--- src/rtl/mem_wb_stage.sv ---
// MEM/WB pipeline register and write-back stage: stage register with stall/flush
// control, big-endian load alignment/extension, GPR and HI/LO write-back ports.
module mem_wb_stage (
    input  logic        clk,
    input  logic        rst,
    input  logic        mem_stall,
    input  logic        wb_stall,
    input  logic        flush,
    input  logic        mem_we,
    input  logic [4:0]  mem_waddr,
    input  logic [31:0] mem_wdata,
    input  logic        mem_is_load,
    input  logic [2:0]  mem_load_op,
    input  logic [1:0]  mem_addr_lo,
    input  logic        mem_whilo,
    input  logic [31:0] mem_hi,
    input  logic [31:0] mem_lo,
    input  logic [31:0] dmem_rdata,
    output logic        wb_we,
    output logic [4:0]  wb_waddr,
    output logic [31:0] wb_wdata,
    output logic        wb_whilo,
    output logic [31:0] wb_hi,
    output logic [31:0] wb_lo
);

    typedef enum logic [2:0] {
        LD_W   = 3'd0,
        LD_B   = 3'd1,
        LD_BU  = 3'd2,
        LD_H   = 3'd3,
        LD_HU  = 3'd4
    } load_op_t;

    logic        r_we;
    logic [4:0]  r_waddr;
    logic [31:0] r_wdata;
    logic        r_is_load;
    logic [2:0]  r_load_op;
    logic [1:0]  r_addr_lo;
    logic        r_whilo;
    logic [31:0] r_hi;
    logic [31:0] r_lo;
    logic [31:0] r_ld_buf;
    logic        r_ld_valid;

    logic        w_hold;
    logic [31:0] w_word;
    logic [7:0]  w_byte;
    logic [15:0] w_half;
    logic [31:0] w_load;

    // Only the both-stalled case leaves the stage register untouched.
    assign w_hold = mem_stall && wb_stall;

    always_ff @(posedge clk) begin
        if (rst || flush) begin
            r_we      <= 1'b0;
            r_waddr   <= '0;
            r_wdata   <= '0;
            r_is_load <= 1'b0;
            r_load_op <= '0;
            r_addr_lo <= '0;
            r_whilo   <= 1'b0;
            r_hi      <= '0;
            r_lo      <= '0;
        end else if (mem_stall && !wb_stall) begin
            r_we      <= 1'b0;
            r_is_load <= 1'b0;
            r_whilo   <= 1'b0;
        end else if (!mem_stall) begin
            r_we      <= mem_we;
            r_waddr   <= mem_waddr;
            r_wdata   <= mem_wdata;
            r_is_load <= mem_is_load;
            r_load_op <= mem_load_op;
            r_addr_lo <= mem_addr_lo;
            r_whilo   <= mem_whilo;
            r_hi      <= mem_hi;
            r_lo      <= mem_lo;
        end
    end

    // Memory word is only valid in the first WB cycle; keep it for stalled cycles.
    always_ff @(posedge clk) begin
        if (rst || flush || !w_hold) begin
            r_ld_valid <= 1'b0;
            r_ld_buf   <= '0;
        end else if (r_is_load && !r_ld_valid) begin
            r_ld_valid <= 1'b1;
            r_ld_buf   <= dmem_rdata;
        end
    end

    assign w_word = r_ld_valid ? r_ld_buf : dmem_rdata;

    always_comb begin
        w_byte = '0;
        case (r_addr_lo)
            2'd0:    w_byte = w_word[31:24];
            2'd1:    w_byte = w_word[23:16];
            2'd2:    w_byte = w_word[15:8];
            default: w_byte = w_word[7:0];
        endcase
        w_half = r_addr_lo[1] ? w_word[15:0] : w_word[31:16];
    end

    always_comb begin
        w_load = w_word;
        case (load_op_t'(r_load_op))
            LD_B:    w_load = {{24{w_byte[7]}}, w_byte};
            LD_BU:   w_load = {24'd0, w_byte};
            LD_H:    w_load = {{16{w_half[15]}}, w_half};
            LD_HU:   w_load = {16'd0, w_half};
            default: w_load = w_word;
        endcase
    end

    assign wb_we    = r_we;
    assign wb_waddr = r_waddr;
    assign wb_wdata = r_we ? (r_is_load ? w_load : r_wdata) : '0;
    assign wb_whilo = r_whilo;
    assign wb_hi    = r_whilo ? r_hi : '0;
    assign wb_lo    = r_whilo ? r_lo : '0;

endmodule

--- config.mk ---
export PLATFORM = sky130hd
export DESIGN_NAME = mem_wb_stage
export DESIGN_NICKNAME = d
export VERILOG_FILES = /design/src/rtl/mem_wb_stage.sv
export SDC_FILE = /design/constraint.sdc
export NUM_CORES = 1
export LEC_CHECK = 0
export ABC_AREA = 1
export BUFFER_PORTS_ARGS = -buffer_cell sky130_fd_sc_hd__buf_2
export CORE_MARGIN = 4
export CORE_UTILIZATION = 51
export CTS_BUF_LIST = sky130_fd_sc_hd__clkbuf_4 sky130_fd_sc_hd__clkbuf_8
export DETAILED_ROUTE_END_ITERATION = 12
export HOLD_SLACK_MARGIN = 0.15
export PLACE_DENSITY = 0.82
export SYNTH_ARGS = -nofsm -noshare
export SYNTH_HDL_FRONTEND = slang
export SYNTH_SLANG_ARGS = --single-unit
--- constraint.sdc ---
create_clock -name clk -period 1.9 [get_ports clk]
set_clock_uncertainty 0.2 [all_clocks]
set_input_delay 0 -clock clk [delete_from_list [all_inputs] [get_ports clk]]
set_output_delay 0 -clock clk [all_outputs]
set_load 0.005 [all_outputs]
==> results of run 1 <==
cell families after synthesis:
| logic type | count (synthesis) | synth area share |
|---|---|---|
| simple gates | 496 | 0.283 |
| compound gates | 263 | 0.195 |
| buf+inv | 190 | 0.107 |
| flops | 142 | 0.412 |
| mux | 2 | 0.00290 |
cells in the mapped netlist:
master,number,area share
a21oi_1,173,0.13
a31oi_1,1,0.00091
and2_1,1,0.00091
buf_1,2,0.0011
buf_2,8,0.0058
buf_4,2,0.0022
buf_6,1,0.0016
clkbuf_1,63,0.034
clkinv_1,2,0.0011
dfxtp_1,142,0.41
inv_1,108,0.059
inv_2,4,0.0022
mux2i_1,2,0.0029
nand2_1,431,0.23
nand2_2,2,0.0018
nand3_1,20,0.015
nand3_4,2,0.0051
nand4_1,3,0.0027
nor2_1,25,0.014
nor2_2,1,0.00091
nor3_1,3,0.0022
o2111ai_1,1,0.0013
o211ai_1,10,0.011
o21ai_0,77,0.056
o21ai_1,1,0.00072
or2_0,3,0.0027
or2_1,2,0.0018
or2_2,3,0.0027
stage by stage:
step / hold slack [ns] / utilization / setup WS, ns / std cells / instance area (µm²)
after floorplan: -0.0569 / - / 0.347 / 1093 / 6900
after global placement: 0.0489 / 0.638 / -0.0834 / 1481 / 8450
after detailed placement: 0.0539 / 0.638 / -0.0868 / 1481 / 8450
==> summary.md, run 1 <==
| Metric | Value |
|---|---|
| Outcome | `did not finish` |
| Stage reached | `clock tree synthesis (4_1_cts)` |
| Err | `[ERROR RSZ-0060] Max buffer count reached.` |
| DP Wirelength | `16000 µm` |
| H-tree depth | `4` |
| Ys Warns | `0` |
| Number of buffers created by CTS | `17` |
| DIE WIDTH | `124 µm` |
| Port bufs | `248` |
| Starting Density | `0.521` |
| IO Count | `249` |
| Cell variety after synth | `28` |
| # clock sinks | `142` |
| Clk root buf | `clkbuf_8` |
| CTS max path bufs | `2` |
| Post CTS Setup Buffer Count | `7` |
| Synthesized area | `0.00690 mm²` |
| Syn Inst Count | `1093` |
| Die height | `124 µm` |
| Cts hold-fix bufs | `307` |
| CTS resizes | `96` |
| Sequential area share after synthesis | `0.412` |
| Row cnt | `42` |
| Synth Net Count | `1239` |
| GPL Wtd Cong | `0.897` |
| #FFs+latches synth | `142` |
| Average size of a mapped cell | `6.32 µm²` |
==> inputs of run 2 (changes only) <==
Settings changed: CORE_UTILIZATION 51 to 36, CTS_BUF_LIST sky130_fd_sc_hd__clkbuf_4 sky130_fd_sc_hd__clkbuf_8 to not set, HOLD_SLACK_MARGIN 0.15 to not set, PLACE_DENSITY 0.82 to not set, PLACE_DENSITY_LB_ADDON set to 0.15.
==> run 2 against run 1 <==
The flow now finishes, with violations (setup timing); area after synthesis did not move; synthesized cell count did not move.
==> summary.md, run 2 <==
| Metric | Value |
|---|---|
| Synth Net Count | `1239 (unchanged)` |
| P_leak | `6.11 nW` |
| Pre-CTS setup slack | `-0.0371 ns (was -0.0868 ns)` |
| Starting Density | `0.368 (was 0.521)` |
| Placed Area | `0.00857 mm² (was 0.00845 mm²)` |
| Adder-Cell Fraction of Synth Area | `0 (unchanged)` |
| Worst Tran Pin Value | `0.843 ns` |
| First-pass GRT wire length | `44300 µm` |
| Xor-xnor portion of the synthesized cell area | `0 (unchanged)` |
| Drc violations | `0` |
| Final Slew Violations | `0` |
| First-pass iteration count of the detailed router | `5` |
| Port bufs | `248 (unchanged)` |
| Sw frac | `0.282` |
| Final setup viols | `33` |
| Placed Cells | `1551 (was 1481)` |
| DRT Wirelength | `27300 µm` |
| Iter 0 DRT Violations | `520` |
| Via count | `8856` |
| Crit path kind | `reg -> out` |
| Core ar. | `0.0188 mm²` |
| CP Data Required Time | `1.70 ns` |
| Most common cell in the synthesized netlist | `nand2_1 (unchanged)` |
| Pint | `5.40 mW` |
| Syn Inst Count | `1093 (unchanged)` |
| Crit-path max FO | `8` |
| Ys Warns | `0 (unchanged)` |
| Fmax | `440 MHz` |
| Die height | `146 µm (was 124 µm)` |
| Switching power | `2.13 mW` |
| Remaining antenna violation count | `0` |
| Post-route setup slack | `-0.371 ns` |
| Post-synthesis compound-gate area fraction | `0.195 (unchanged)` |
| Max-slew headroom | `0.438` |
| Number of buffers created by CTS | `17 (unchanged)` |
| Most frequent cells in the layout | `nand2_1, dlygate4sd3_1, buf_2, a21oi_1, dfxtp_1` |
| Crit-path cells | `buf_12, nand2_4, nand2_2, nand2_2, nand2_2, inv_2, nand2_4, nand3_4, nand3_4, nand2_2, a21oi_2, buf_2` |
| Top-area cell type share of the netlist area | `0.412 (unchanged)` |
| Largest net degree at the start of global routing | `77` |
| Failing checks | `setup timing` |
| Initial antenna violation count | `4` |
| Slowest-stage cell, CP | `dfxtp_4` |
| Avg Vias per Cell | `4.79` |
| DP Wirelength | `16900 µm (was 16000 µm)` |
| Smallest hold slack | `0.0240 ns` |
| WP data arrival | `2.07 ns` |
| H-tree depth | `4 (unchanged)` |
| Cell variety after synth | `28 (unchanged)` |
| Ys flop type | `dfxtp_1 (unchanged)` |
| # clock sinks | `142 (unchanged)` |
| Clock-pin slew on the worst setup and hold paths | `0.07 ns` |
| Worst hold path type | `in -> reg` |
| Average size of a mapped cell | `6.32 µm² (unchanged)` |
| Finished Cell Area | `0.0122 mm²` |
| DIE WIDTH | `146 µm (was 124 µm)` |
| P&R area growth vs syn | `77.1%` |
| GPL Wtd Cong | `0.931 (was 0.897)` |
| Minimum clock period | `2.27 ns` |
| Simple-Gate Fraction of Synth Area | `0.283 (unchanged)` |
| Sequential area share after synthesis | `0.412 (unchanged)` |
| CTS tree | `built` |
| Via count of the first global-routing pass | `9053` |
| Clk pwr share | `0.425` |
| Die ar. | `0.0215 mm²` |
| Fin Setup TNS | `-9.31 ns` |
| Main combinational cell family by area after synthesis | `simple AND/OR/NAND/NOR gates (unchanged)` |
| Critical Path End Type | `output port` |
| Crit-path max cell delay | `0.45 ns` |
| Final cell count without fillers | `1850` |
| Peak supply drop | `0.000560 V` |
| Final hold violation count | `0` |
| Total track usage | `0.251` |
| Synthesized area | `0.00690 mm² (unchanged)` |
| #FFs+latches synth | `142 (unchanged)` |
| Crit start category | `register` |
| Register share of total power | `0.411` |
| Most common cell after layout, fill and taps aside | `nand2_1` |
| Outcome | `complete, but fails checks (was did not finish)` |
| Share of cells above drive strength 1 | `0.271` |
| Aggregate global routing overflow | `0` |
| Most frequent cells after synthesis | `nand2_1, a21oi_1, dfxtp_1 (unchanged)` |
| Row cnt | `50 (was 42)` |
| Most used cell, CP | `nand2_2` |
| Async SR Flop Fraction | `0 (unchanged)` |
| Power Density | `616 mW/mm²` |
| Post-synthesis mux area share | `0.00290 (unchanged)` |
| Fin crit share | `1.20` |
| Area leader, netlist | `dfxtp_1 (unchanged)` |
| CTS max path bufs | `2 (unchanged)` |
| WL per Instance | `14.8 µm` |
| Clk root buf | `clkbuf_16 (was clkbuf_8)` |
| RSZ-0062 raised after global routing | `yes` |
| Final #Nets | `1745` |
| Worst skew pair latency | `0.43 ns` |
| IO Count | `249 (unchanged)` |
| Top cells by area, synth | `dfxtp_1, nand2_1, a21oi_1 (unchanged)` |
| Post-synth EDFFs | `0 (unchanged)` |
| Max Cap Viol | `0` |
| Logic gate share of total power | `0.164` |
-- run 2: worst paths after layout --
path | start | cells after the start | end | slack [ns]
hold / removal | mem_stall | 4 | r_hi[18] | 0.02
setup reg to reg | r_is_load | 4 | r_is_load | 0.13
hold reg to reg | r_ld_buf[0] | 2 | r_ld_buf[0] | 0.25
setup / recovery | r_ld_valid | 12 | wb_wdata[31] | -0.37
-- run 2: final cells by class --
type	instances	area (µm²)
Multi-Input combinational cell	763	3690
Clock inverter	14	125
Fill cell	1644	6540
Tap cell	234	293
Timing Repair Buffer	561	4380
Inverter	114	438
Antenna cell	4	10.0
Sequential cell	142	2860
Clock buffer	18	429
-- run 2: kinds of logic after synthesis --
kind of cell	Yosys count
simple gates	496
compound gates	263
buf+inv	190
flops	142
mux	2
-- run 2: per-layer routing --
metal  part of all wire  vias to the layer above  wire, µm  track usage
met5                  0                        -         0            0
met4              0.039                        0      1060        0.110
met3              0.064                       77      1760       0.0714
met2               0.49                      300     13400        0.425
met1               0.41                     4018     11100        0.298
li1                   -                     4461         -            -
-- run 2: what timing repair did --
action	in CTS	in global routing
buffers inserted	9	7
endpoints found under the setup margin	32	40
hold buffers	247	0
pin swaps	26	35
hold endpoints to repair	142	0
cloned	4	0
resized for setup	73	68
-- run 2: worst max-delay path, delay by kind of cell, from the launching register on --
kind / cells / cell delay [ns]
AO/OA/AOI/OAI: 1 / 0.17
buffers and inverters: 3 / 0.32
flip-flops: 1 / 0.45
AND/OR/NAND/NOR: 8 / 0.70
-- run 2: power groups by stage --
stage | logic, mW | registers [mW] | clock network (mW)
after detailed placement | 0.793 | 3.16 | 0
after floorplan | 0.436 | 3.15 | 0
after CTS | 1.17 | 3.09 | 3.25
final | 1.23 | 3.09 | 3.20
after global placement | 0.793 | 3.16 | 0
after global routing | 1.35 | 3.10 | 3.38
-- run 2: through the flow --
stage | total power [mW] | util
2_1_floorplan | 3.58 | -
3_3_place_gp | 3.95 | 0.457
3_5_place_dp | 3.95 | 0.457
4_1_cts | 7.51 | 0.635
5_1_grt | 7.83 | 0.651
6_report | 7.53 | 0.651
Note: power is estimated with default switching activity, not from simulation.
